`src/rtl/mul_iter_unit_if.sv`:
```
// Handshake and result bundle between the multicycle controller and the
// iterative multiply unit.
interface mul_iter_unit_if #(
   parameter int WIDTH = 32
);
   logic             start;
   logic [1:0]       op;
   logic [WIDTH-1:0] a;
   logic [WIDTH-1:0] b;
   logic [WIDTH-1:0] acc;
   logic             busy;
   logic             done;
   logic [WIDTH-1:0] result_lo;
   logic [WIDTH-1:0] result_hi;
   logic             flag_n;
   logic             flag_z;

   modport master (
      output start, op, a, b, acc,
      input  busy, done, result_lo, result_hi, flag_n, flag_z
   );

   modport slave (
      input  start, op, a, b, acc,
      output busy, done, result_lo, result_hi, flag_n, flag_z
   );
endinterface

```
`src/rtl/mul_iter_unit.sv`:
```
// Iterative shift-add multiplier (MUL, MLA, UMULL, SMULL) for the multicycle
// ARM datapath: one partial product per cycle, then a sign/accumulate fix-up.
module mul_iter_unit #(
   parameter int WIDTH = 32,
   parameter int CNT_W = $clog2(WIDTH) + 1
) (
   input  logic           clk,
   input  logic           reset,
   mul_iter_unit_if.slave bus
);

   typedef enum logic [1:0] {S_IDLE, S_RUN, S_FIX, S_DONE} state_t;

   localparam logic [1:0] OP_MUL   = 2'b00;
   localparam logic [1:0] OP_MLA   = 2'b01;
   localparam logic [1:0] OP_SMULL = 2'b11;

   state_t             r_state;
   state_t             w_state_nxt;
   logic [1:0]         r_op;
   logic               r_neg;
   logic [WIDTH-1:0]   r_acc;
   logic [WIDTH:0]     r_mcand;
   logic [WIDTH:0]     r_mplier;
   logic [2*WIDTH-1:0] r_prod;
   logic [CNT_W-1:0]   r_cnt;
   logic [WIDTH-1:0]   r_res_lo;
   logic [WIDTH-1:0]   r_res_hi;
   logic               r_flag_n;
   logic               r_flag_z;

   logic [WIDTH:0]     w_a_ext;
   logic [WIDTH:0]     w_b_ext;
   logic [WIDTH:0]     w_mag_a;
   logic [WIDTH:0]     w_mag_b;
   logic [WIDTH:0]     w_sum;
   logic [2*WIDTH-1:0] w_prod_fix;
   logic               w_long;
   logic [WIDTH-1:0]   w_fix_lo;
   logic [WIDTH-1:0]   w_fix_hi;
   logic               w_fix_n;
   logic               w_fix_z;

   // NOTE: every signal written in always_comb gets a default first so no latch is inferred.
   always_comb begin
      w_state_nxt = r_state;
      case (r_state)
         S_IDLE, S_DONE: w_state_nxt = bus.start ? S_RUN : S_IDLE;
         S_RUN:          if (r_cnt == CNT_W'(1)) w_state_nxt = S_FIX;
         S_FIX:          w_state_nxt = S_DONE;
         default:        w_state_nxt = S_IDLE;
      endcase
   end

   // NOTE: state registers use non-blocking assignments so all flops update together.
   always_ff @(posedge clk) begin
      if (reset) r_state <= S_IDLE;
      else       r_state <= w_state_nxt;
   end

   // WIDTH+1-bit magnitudes so that -2^(WIDTH-1) is representable exactly.
   always_comb begin
      w_a_ext = {bus.a[WIDTH-1], bus.a};
      w_b_ext = {bus.b[WIDTH-1], bus.b};
      w_mag_a = bus.a[WIDTH-1] ? (WIDTH+1)'(0) - w_a_ext : w_a_ext;
      w_mag_b = bus.b[WIDTH-1] ? (WIDTH+1)'(0) - w_b_ext : w_b_ext;
   end

   // Partial-product add into the upper half, keeping the carry for the shift.
   always_comb begin
      w_sum = {1'b0, r_prod[2*WIDTH-1:WIDTH]} + (r_mplier[0] ? r_mcand : '0);
   end

   always_comb begin
      w_long     = r_op[1];
      w_prod_fix = r_neg ? (2*WIDTH)'(0) - r_prod : r_prod;
      w_fix_lo   = w_prod_fix[WIDTH-1:0] + ((r_op == OP_MLA) ? r_acc : '0);
      w_fix_hi   = w_long ? w_prod_fix[2*WIDTH-1:WIDTH] : '0;
      w_fix_n    = w_long ? w_prod_fix[2*WIDTH-1] : w_fix_lo[WIDTH-1];
      w_fix_z    = w_long ? (w_prod_fix == '0) : (w_fix_lo == '0);
   end

   always_ff @(posedge clk) begin
      if (reset) begin
         r_op     <= OP_MUL;
         r_neg    <= 1'b0;
         r_acc    <= '0;
         r_mcand  <= '0;
         r_mplier <= '0;
         r_prod   <= '0;
         r_cnt    <= '0;
         r_res_lo <= '0;
         r_res_hi <= '0;
         r_flag_n <= 1'b0;
         r_flag_z <= 1'b0;
      end else begin
         case (r_state)
            S_IDLE, S_DONE: begin
               if (bus.start) begin
                  r_op   <= bus.op;
                  r_acc  <= bus.acc;
                  r_prod <= '0;
                  r_cnt  <= CNT_W'(WIDTH);
                  if (bus.op == OP_SMULL) begin
                     r_mcand  <= w_mag_a;
                     r_mplier <= w_mag_b;
                     r_neg    <= bus.a[WIDTH-1] ^ bus.b[WIDTH-1];
                  end else begin
                     r_mcand  <= {1'b0, bus.a};
                     r_mplier <= {1'b0, bus.b};
                     r_neg    <= 1'b0;
                  end
               end
            end
            S_RUN: begin
               r_prod   <= {w_sum, r_prod[WIDTH-1:1]};
               r_mplier <= r_mplier >> 1;
               r_cnt    <= r_cnt - CNT_W'(1);
            end
            S_FIX: begin
               r_res_lo <= w_fix_lo;
               r_res_hi <= w_fix_hi;
               r_flag_n <= w_fix_n;
               r_flag_z <= w_fix_z;
            end
            default: ;
         endcase
      end
   end

   assign bus.busy      = (r_state == S_RUN) || (r_state == S_FIX);
   assign bus.done      = (r_state == S_DONE);
   assign bus.result_lo = r_res_lo;
   assign bus.result_hi = r_res_hi;
   assign bus.flag_n    = r_flag_n;
   assign bus.flag_z    = r_flag_z;

endmodule
```
`src/flat_wrapper.sv`:
```
// flat-port wrapper written by rule: the top's interface ports become plain ports
module mul_iter_unit_flat 
#(
   parameter int WIDTH = 32,
   parameter int CNT_W = $clog2(WIDTH) + 1
)
  (clk, reset, bus_start, bus_op, bus_a, bus_b, bus_acc, bus_busy, bus_done, bus_result_lo, bus_result_hi, bus_flag_n, bus_flag_z);
  mul_iter_unit_if #(.WIDTH(WIDTH)) bus_i ();
  input  logic clk;
  input  logic reset;
  input wire logic [$bits(bus_i.start)-1:0] bus_start;
  input wire logic [$bits(bus_i.op)-1:0] bus_op;
  input wire logic [$bits(bus_i.a)-1:0] bus_a;
  input wire logic [$bits(bus_i.b)-1:0] bus_b;
  input wire logic [$bits(bus_i.acc)-1:0] bus_acc;
  output wire logic [$bits(bus_i.busy)-1:0] bus_busy;
  output wire logic [$bits(bus_i.done)-1:0] bus_done;
  output wire logic [$bits(bus_i.result_lo)-1:0] bus_result_lo;
  output wire logic [$bits(bus_i.result_hi)-1:0] bus_result_hi;
  output wire logic [$bits(bus_i.flag_n)-1:0] bus_flag_n;
  output wire logic [$bits(bus_i.flag_z)-1:0] bus_flag_z;
  assign bus_i.start = bus_start;
  assign bus_i.op = bus_op;
  assign bus_i.a = bus_a;
  assign bus_i.b = bus_b;
  assign bus_i.acc = bus_acc;
  assign bus_busy = bus_i.busy;
  assign bus_done = bus_i.done;
  assign bus_result_lo = bus_i.result_lo;
  assign bus_result_hi = bus_i.result_hi;
  assign bus_flag_n = bus_i.flag_n;
  assign bus_flag_z = bus_i.flag_z;
  mul_iter_unit #(.WIDTH(WIDTH), .CNT_W(CNT_W)) u_core (.clk(clk), .reset(reset), .bus(bus_i));
endmodule
```
`config.mk`:
```
export PLATFORM = sky130hd
export DESIGN_NAME = mul_iter_unit_flat
export DESIGN_NICKNAME = d
export VERILOG_FILES = /design/src/rtl/mul_iter_unit_if.sv /design/src/rtl/mul_iter_unit.sv /design/src/flat_wrapper.sv
export SDC_FILE = /design/constraint.sdc
export NUM_CORES = 1
export LEC_CHECK = 0
export BUFFER_PORTS_ARGS = -buffer_cell sky130_fd_sc_hd__buf_4
export CAP_MARGIN = 20
export CORE_ASPECT_RATIO = 1.2
export CORE_MARGIN = 5
export CORE_UTILIZATION = 50
export CTS_CLUSTER_SIZE = 25
export DETAILED_ROUTE_END_ITERATION = 12
export GPL_ROUTABILITY_DRIVEN = 1
export HOLD_SLACK_MARGIN = 0.12
export PLACE_DENSITY = 0.81
export SYNTH_ARGS = -nofsm -noshare
export SYNTH_HDL_FRONTEND = slang
export SYNTH_SLANG_ARGS = --single-unit
export TNS_END_PERCENT = 30
```
`constraint.sdc`:
```
create_clock -name clk -period 5.6 [get_ports clk]
set_input_delay 0.28 -clock clk [delete_from_list [all_inputs] [get_ports clk]]
set_output_delay 0.28 -clock clk [all_outputs]
set_load 0.02 [all_outputs]
```
==> metrics.log, run 1 <==
INFO  metric result_of_the_run = finished clean
INFO  metric synth_area = 15410 sq um
INFO  metric total_power = 5.323 mW
INFO  metric finalMaxSlewViolations = 0
INFO  metric floorplan.initialDensity = 0.5055
INFO  metric syn-instance-count = 2034
INFO  metric n_antenna_cell = 0
INFO  metric final_critical_path_setup_slack = 0.4217 ns
INFO  metric fin_crit = 5.178 ns
INFO  metric cts_buffers = 25
INFO  metric drt-pass1-iter-count = 5
INFO  metric avgSynthCellArea = 7.575 sq um
INFO  metric syn2layout_area_growth = 21.31%
INFO  metric yosysSeqAreaShare = 0.3105
INFO  metric clk_root_buffer_cell = sky130_fd_sc_hd__clkbuf_16
INFO  metric ys_types = 69
INFO  metric wire_per_inst = 17.07 um
INFO  metric worst_path_dominant_cell_family = simple AND/OR/NAND/NOR gates
INFO  metric timing.critical_path.from_type = flop
INFO  metric fmaxAchievable = 193.1 MHz
INFO  metric critical_path_class = flop to flop
INFO  metric static-leakage-power = 7.755 nW
INFO  metric first_global_vias = 14690
INFO  metric synthFlopType = sky130_fd_sc_hd__dfxtp_1
INFO  metric detail_route.vias_per_cell = 5.803
INFO  metric clock_tree.htree_level_count = 1
INFO  metric worst_ir_drop_vdd = 0.2398 mV
INFO  metric place.port_buffers = 168
INFO  metric all_layer_gr_usage = 0.2501
INFO  metric powerDensity = 284.8 nW/um^2
INFO  metric cpMaxStageDelayCell = sky130_fd_sc_hd__or4b_2
INFO  metric place_congestion = 0.9235
INFO  metric dieHeight = 202.3 um
INFO  metric clock-skew-final = 0.01594 ns
INFO  metric drt-total-wl = 44900 um
INFO  metric core-area = 30480 sq um
INFO  metric clock_latency = 0.53 ns
INFO  metric critical_path.endpoint_type = flop
INFO  metric synth_warnings = 0
INFO  metric grt_pass1_wl = 73040 um
INFO  metric synth_top_area_share = 0.3105
INFO  metric die_width = 170.2 um
INFO  metric fin_crit_sh = 0.9247
INFO  metric dr_total_vias = 15270
INFO  metric std_cell_rows = 70
INFO  metric drc = 0
INFO  metric gr-total-overflow = 0
INFO  metric clk_pin_slew = 0.06 ns
INFO  metric cp_max_fo = 9
INFO  metric synth_area_leader_cell = sky130_fd_sc_hd__dfxtp_1
INFO  metric dr.first_iter.drc_count = 1013
INFO  metric netlist_top_cells_area = sky130_fd_sc_hd__dfxtp_1 (31%), sky130_fd_sc_hd__nand2_1 (7.0%), sky130_fd_sc_hd__xnor2_1 (6.7%)
INFO  metric clock_tree.buffer_depth = 3
INFO  metric post_cts_buffers = 0
INFO  metric route.antenna.remaining_nets = 0
INFO  metric holdWs = 0.1409 ns
INFO  metric timing.setup.tns = 0 ns
INFO  metric maxSlewHeadroom = 0.3108
INFO  metric grt_antenna_before_repair = 0
INFO  metric path_class_of_the_lowest_slack_min_delay_path = input pin to flop
INFO  metric clkSinkCount = 239
INFO  metric arrival = 5.62 ns
INFO  metric floorplan.die_area = 34440 sq um
INFO  metric dp_hpwl = 32870 um
INFO  metric synth_edf_count = 0
INFO  metric setup-violations-final = 0
INFO  metric post-place-ws = 0.2561 ns
INFO  metric timing_worst_slew_pin_value = 1.034 ns
INFO  metric synth_seq_cells = 239
INFO  metric timing.critical_path.buf_inv = 2
INFO  metric tritoncts = done
INFO  metric critPathMaxStageDelay = 0.64 ns
INFO  metric hold_violations = 0
INFO  metric cap_viol_max_count = 0
INFO  metric synth_nets = 2212
INFO  metric worst-r2r-cell-count = 18
INFO  metric worst_hold_path_depth = 3
INFO  metric maximum_number_of_pins_on_one_net_before_global_route_repair = 103
INFO  metric worstPathRequired = 6.04 ns
INFO  metric design.final.nets = 2398
INFO  metric top_level_port_count = 169
INFO  metric fraction_of_layout_instances_using_a_drive_strength_above_1 = 0.1208
INFO  metric rsz0062_at_grt = no
INFO  metric synthArstFlopShare = 0
INFO  metric cp_cell_sequence = nor4_1, buf_4, nand4b_1, buf_4, o41ai_1, xnor2_1, ha_1, a21o_1, a211o_1, a2111oi_0, o2111ai_1, nand2_1, nor2_1, xnor2_1, nand2b_1, or4_1, or4b_2, o41ai_2
INFO  metric crit_path_cell_count = 18
Yosys cell counts (all sizes together) (10+ instances only):
cell type,instances
or4,25
nand2,286
nor3,41
a31oi,45
inv,32
a21oi,163
nand3,97
xnor2,118
and2,68
nand2b,13
mux2i,25
a21o,29
or3,23
nor2b,15
o21ai,96
a211oi,38
dfxtp,239
o41ai,10
o31ai,30
xor2,57
nor2,197
a22oi,42
nand4,11
clkbuf,119
ha,75
nor4,25
cells by family after synthesis:
group                      share of synthesized area
and+or+nand+nor                               0.2612
DFF                                           0.3105
adders and majority gates                    0.06351
buffers and inverters                        0.03914
AOI/OAI and AO/OA                             0.2084
muxes                                        0.01770
xor gates and xnor gates                     0.09948
power by group:
group / switching [mW] / internal, mW
clock: 0.674 / 0.990
sequential: 0.157 / 1.92
combinational: 1.04 / 0.545
total: 1.87 / 3.46
routing by layer:
layer,global-route usage,vias up,routed length [um]
met5,0,-,0
met4,0.06990,0,1085
met3,0.02915,69,2388
met2,0.4414,474,21970
met1,0.3204,7113,19460
li1,-,7612,-
final timing paths:
kind	endpoint	start	slack (ns)
hold reg to reg	u_core.r_mcand[16]	u_core.r_mcand[16]	0.45
setup / recovery	u_core.bus.flag_z	u_core.r_prod[6]	0.42
hold / removal	u_core.r_mcand[28]	bus_a[28]	0.14
setup reg to reg	u_core.bus.flag_z	u_core.r_prod[6]	0.42
state kept, by name (all words and copies together) (netlist names):
signal                flops
u_core.r_state            2
u_core.r_mplier          33
u_core.r_cnt              6
u_core.bus.result_hi     32
u_core.r_prod            64
u_core.r_op               2
u_core.r_acc             32
u_core.r_mcand           33
u_core.bus.result_lo     32
u_core.r_neg              1
u_core.bus.flag_n         1
u_core.bus.flag_z         1
final cells by class:
class / instances / area (sq um)
Clock buffer: 36 / 726.9
Clock inverter: 6 / 91.34
Fill cell: 2681 / 11790
Inverter: 32 / 120.1
Multi-Input combinational cell: 1635 / 10080
Sequential cell: 239 / 4786
Tap cell: 396 / 495.5
Timing Repair Buffer: 287 / 2389
placed cells by master, fill, tap and decap left out, types with 4 or more instances in the layout:
cell	instances
sky130_fd_sc_hd__mux2i_1	25
sky130_fd_sc_hd__o41ai_1	7
sky130_fd_sc_hd__buf_4	194
sky130_fd_sc_hd__clkbuf_8	6
sky130_fd_sc_hd__or4_1	21
sky130_fd_sc_hd__clkbuf_16	25
sky130_fd_sc_hd__nand3_1	97
sky130_fd_sc_hd__and2_1	67
sky130_fd_sc_hd__nand4_1	11
sky130_fd_sc_hd__clkbuf_1	5
sky130_fd_sc_hd__ha_2	4
sky130_fd_sc_hd__nor4_1	23
sky130_fd_sc_hd__dfxtp_1	238
sky130_fd_sc_hd__a211oi_1	38
sky130_fd_sc_hd__a22oi_1	42
sky130_fd_sc_hd__o21ai_0	96
sky130_fd_sc_hd__xnor2_1	118
sky130_fd_sc_hd__o211ai_1	8
sky130_fd_sc_hd__a311oi_1	5
sky130_fd_sc_hd__and4_1	4
sky130_fd_sc_hd__nand2b_1	12
sky130_fd_sc_hd__o31ai_1	30
sky130_fd_sc_hd__a21o_1	29
sky130_fd_sc_hd__nor2_1	196
sky130_fd_sc_hd__or3_1	22
sky130_fd_sc_hd__or2_2	9
sky130_fd_sc_hd__nor3b_1	4
sky130_fd_sc_hd__o21bai_1	7
sky130_fd_sc_hd__nand2_1	285
sky130_fd_sc_hd__o21a_1	9
sky130_fd_sc_hd__nand3b_1	5
sky130_fd_sc_hd__nor2b_1	15
sky130_fd_sc_hd__a21oi_1	162
sky130_fd_sc_hd__ha_1	71
sky130_fd_sc_hd__nor3_1	41
sky130_fd_sc_hd__xor2_1	57
sky130_fd_sc_hd__a31oi_1	45
sky130_fd_sc_hd__and3_1	9
sky130_fd_sc_hd__inv_1	32
sky130_fd_sc_hd__dlygate4sd3_1	92
timing repair:
item | 4_1_cts | 5_1_grt
hold buffers | 92 | 0
endpoints found under the setup margin | 0 | 1
gates resized for setup | 0 | 7
endpoints found under the hold margin | 95 | 0
worst register-to-register path, stage by stage, from the launching register on:
cell	delay, ns
sky130_fd_sc_hd__dfxtp_1	0.40
sky130_fd_sc_hd__nor4_1	0.32
sky130_fd_sc_hd__buf_4	0.18
sky130_fd_sc_hd__nand4b_1	0.11
sky130_fd_sc_hd__buf_4	0.17
sky130_fd_sc_hd__o41ai_1	0.43
sky130_fd_sc_hd__xnor2_1	0.25
sky130_fd_sc_hd__ha_1	0.34
sky130_fd_sc_hd__a21o_1	0.19
sky130_fd_sc_hd__a211o_1	0.31
sky130_fd_sc_hd__a2111oi_0	0.36
sky130_fd_sc_hd__o2111ai_1	0.19
sky130_fd_sc_hd__nand2_1	0.17
sky130_fd_sc_hd__nor2_1	0.08
sky130_fd_sc_hd__xnor2_1	0.18
sky130_fd_sc_hd__nand2b_1	0.07
sky130_fd_sc_hd__or4_1	0.50
sky130_fd_sc_hd__or4b_2	0.64
sky130_fd_sc_hd__o41ai_2	0.21
per-stage QoR:
step | utilization | cell area [sq um] | cells
floorplan | - | 15410 | 2034
global placement | 0.5542 | 16890 | 2494
detailed placement | 0.5542 | 16890 | 2494
CTS | 0.6113 | 18630 | 2628
global route | 0.6132 | 18690 | 2631
finish | 0.6132 | 18690 | 2631
Note: power is estimated with default switching activity, not from simulation.
==> run 2, diff against run 1 <==
Settings changed: CELL_PAD_IN_SITES_DETAIL_PLACEMENT from default to 1, CELL_PAD_IN_SITES_GLOBAL_PLACEMENT from default to 1, CORE_UTILIZATION 50 to 40, PLACE_DENSITY 0.81 to 0.87.
==> run 2 against run 1 <==
  * Final area grew 0.91%
  * Maximum frequency decreased by 2.1%
  * Critical endpoint unchanged
  * Worst setup slack worse by 0.11 ns
  * Sequential share of layout area fell by 0.23 points
  * Flip-flop and latch count unchanged
  * Clock skew grew 0.0034 ns
  * Largest cell class unchanged
  * Routed wire length rose by 17%
==> metrics.log, run 2 (same netlist as run 1, synthesis figures left out) <==
INFO  metric result_of_the_run = finished clean
INFO  metric register_area = 4786 sq um
INFO  metric all_layer_gr_usage = 0.2361
INFO  metric fmaxAchievable = 189.1 MHz
INFO  metric drt-pass1-iter-count = 5
INFO  metric drt-total-wl = 52390 um
INFO  metric route.antenna.remaining_nets = 0
INFO  metric first_global_vias = 16460
INFO  metric clock_tree.buffer_depth = 3
INFO  metric gr-total-overflow = 0
INFO  metric critPathMaxStageDelay = 0.64 ns
INFO  metric floorplan.initialDensity = 0.4058
INFO  metric clkSinkCount = 239
INFO  metric clk_root_buffer_cell = sky130_fd_sc_hd__clkbuf_16
INFO  metric grt_antenna_before_repair = 3
INFO  metric layout.cells.most_common_list = sky130_fd_sc_hd__nand2_1 (286), sky130_fd_sc_hd__dfxtp_1 (238), sky130_fd_sc_hd__nor2_1 (196), sky130_fd_sc_hd__buf_4 (191), sky130_fd_sc_hd__a21oi_1 (162)
INFO  metric maxSlewHeadroom = 0.2768
INFO  metric fin_crit_sh = 0.9446
INFO  metric std_cell_rows = 78
INFO  metric timing.critical_path.buf_inv = 1
INFO  metric core-area = 37960 sq um
INFO  metric place.port_buffers = 168
INFO  metric largest_register_ff_count = 64
INFO  metric dr_total_vias = 15560
INFO  metric tritoncts = done
INFO  metric dp_hpwl = 38140 um
INFO  metric hp-start = bus_a[3]
INFO  metric maximum_number_of_pins_on_one_net_before_global_route_repair = 101
INFO  metric fin_crit = 5.290 ns
INFO  metric worst_path_dominant_cell_family = simple AND/OR/NAND/NOR gates
INFO  metric arrival = 5.72 ns
INFO  metric timing.setup.tns = 0 ns
INFO  metric sequentialPowerShare = 0.375
INFO  metric clk_pin_slew = 0.06 ns
INFO  metric place_congestion = 0.9579
INFO  metric grt_pass1_wl = 84640 um
INFO  metric total_switching_power = 1.992 mW
INFO  metric syn2layout_area_growth = 22.41%
INFO  metric clock-skew-final = 0.01935 ns
INFO  metric cts_buffers = 27
INFO  metric start_of_the_worst_register_to_register_path = u_core.r_prod[2]
INFO  metric cap_viol_max_count = 0
INFO  metric detail_route.vias_per_cell = 5.719
INFO  metric clock_power_share = 0.330
INFO  metric path_class_of_the_lowest_slack_min_delay_path = input pin to flop
INFO  metric combinationalPowerShare = 0.295
INFO  metric dieHeight = 225.0 um
INFO  metric floorplan.die_area = 42560 sq um
INFO  metric dr.first_iter.drc_count = 910
INFO  metric cp_max_fo = 9
INFO  metric hold_violations = 0
INFO  metric top_register = u_core.r_prod
INFO  metric powerDensity = 294.2 nW/um^2
INFO  metric most_common_library_cell_in_the_layout_ignoring_fill_and_taps = sky130_fd_sc_hd__nand2_1
INFO  metric top_level_port_count = 169
INFO  metric worst_ir_drop_vdd = 0.2201 mV
INFO  metric fillerInstances = 4622
INFO  metric design.final.nets = 2396
INFO  metric cp_cell_sequence = nor4_1, buf_4, and4b_2, nand2b_1, xnor2_1, ha_1, and4_1, a21oi_1, a2bb2oi_1, a31oi_1, or4_1, and4_1, nor4b_1, nand4_1, or4_1, or4b_2, o41ai_1
INFO  metric clock_latency = 0.55 ns
INFO  metric die_width = 189.2 um
INFO  metric critical_path_class = flop to flop
INFO  metric drc = 0
INFO  metric registers_with_the_most_flip_flops = u_core.r_prod: 64 flops, u_core.r_mcand: 33 flops, u_core.r_mplier: 33 flops
INFO  metric clock_tree.htree_level_count = 1
INFO  metric multi_input_gate_area_in_the_final_layout = 10080 sq um
INFO  metric switching_share_of_power = 0.3590
INFO  metric holdWs = 0.1340 ns
INFO  metric timing.critical_path.from = u_core.r_prod[2]
INFO  metric cpMaxStageDelayCell = sky130_fd_sc_hd__or4b_2
INFO  metric critical_path.endpoint_type = flop
INFO  metric finalMaxSlewViolations = 0
INFO  metric timing.critical_path.from_type = flop
INFO  metric static-leakage-power = 7.790 nW
INFO  metric setup-violations-final = 0
INFO  metric fraction_of_layout_instances_using_a_drive_strength_above_1 = 0.1220
INFO  metric wire_per_inst = 19.25 um
INFO  metric internal_power_summed_over_all_cells = 3.557 mW
INFO  metric worstPathRequired = 6.03 ns
INFO  metric timing_worst_slew_pin_value = 1.085 ns
==> run 2: cell types whose count changed in the layout (fill, tap and decap cells not counted), moves of 2 or more <==
cell                            delta
sky130_fd_sc_hd__ha_1              +2
sky130_fd_sc_hd__diode_2           +3
sky130_fd_sc_hd__ha_2              -2
sky130_fd_sc_hd__clkbuf_16         +2
sky130_fd_sc_hd__clkinvlp_4        +3
sky130_fd_sc_hd__dlygate4sd3_1     -2
sky130_fd_sc_hd__buf_4             -3
sky130_fd_sc_hd__clkinv_2          +3
==> run 2: path summary, 6_finish.rpt <==
check	end	slack [ns]	depth (start not counted)
worst max register to register	u_core.bus.flag_z	0.31	17
worst min register to register	u_core.r_acc[0]	0.46	2
worst min-delay path	u_core.r_mcand[3]	0.13	3
worst max-delay path	u_core.bus.flag_z	0.31	17
==> run 2: tightest hold or removal path, stage by stage <==
cell and delay (ns):
sky130_fd_sc_hd__buf_4 0.10, sky130_fd_sc_hd__xor2_1 0.16, sky130_fd_sc_hd__a211oi_1 0.09
==> run 2: layout make-up <==
type                    count  share of cell area
flip-flops and latches    239              0.2537
diodes                      3           0.0003980
clock inverters            11            0.007496
multi-input cells        1635              0.5345
clock buffers              38             0.04067
well taps                 480             0.03184
inverters                  32            0.006369
repair buffers            283              0.1250
==> run 2: metrics by stage <==
| step | utilization | instances | cell area [sq um] | worst slack [ns] | power [mW] |
|---|---|---|---|---|---|
| floorplan | - | 2034 | 15410 | 0.3207 | 3.178 |
| global placement | 0.4475 | 2577 | 16990 | 0.4633 | 3.612 |
| detailed placement | 0.4478 | 2578 | 17000 | 0.2350 | 3.687 |
| CTS | 0.4954 | 2717 | 18810 | 0.1819 | 5.578 |
| global route | 0.4968 | 2721 | 18860 | -0.03386 | 5.849 |
| finish | 0.4968 | 2721 | 18860 | 0.3105 | 5.548 |
==> run 2: power by group through the flow <==
stage | registers [mW] | logic, mW | clock network (mW)
finish | 2.08 | 1.64 | 1.83
detailed placement | 2.11 | 1.57 | 0
global route | 2.11 | 1.81 | 1.93
global placement | 2.10 | 1.51 | 0
floorplan | 2.05 | 1.12 | 0
CTS | 2.08 | 1.63 | 1.87
==> run 2: layer usage <==
metal,up-vias,track usage,share of wire,wire [um]
met1,7541,0.2885,0.43,22480
met3,108,0.02510,0.035,1854
met5,-,0,0,0
met2,325,0.4293,0.50,26180
met4,0,0.08559,0.036,1873
li1,7588,-,-,-
==> run 2: repair_timing <==
action	4_1_cts	5_1_grt
gates resized for setup	0	9
buffers inserted	0	0
hold buffers	90	0
setup endpoints to repair	0	1
endpoints found under the hold margin	91	0
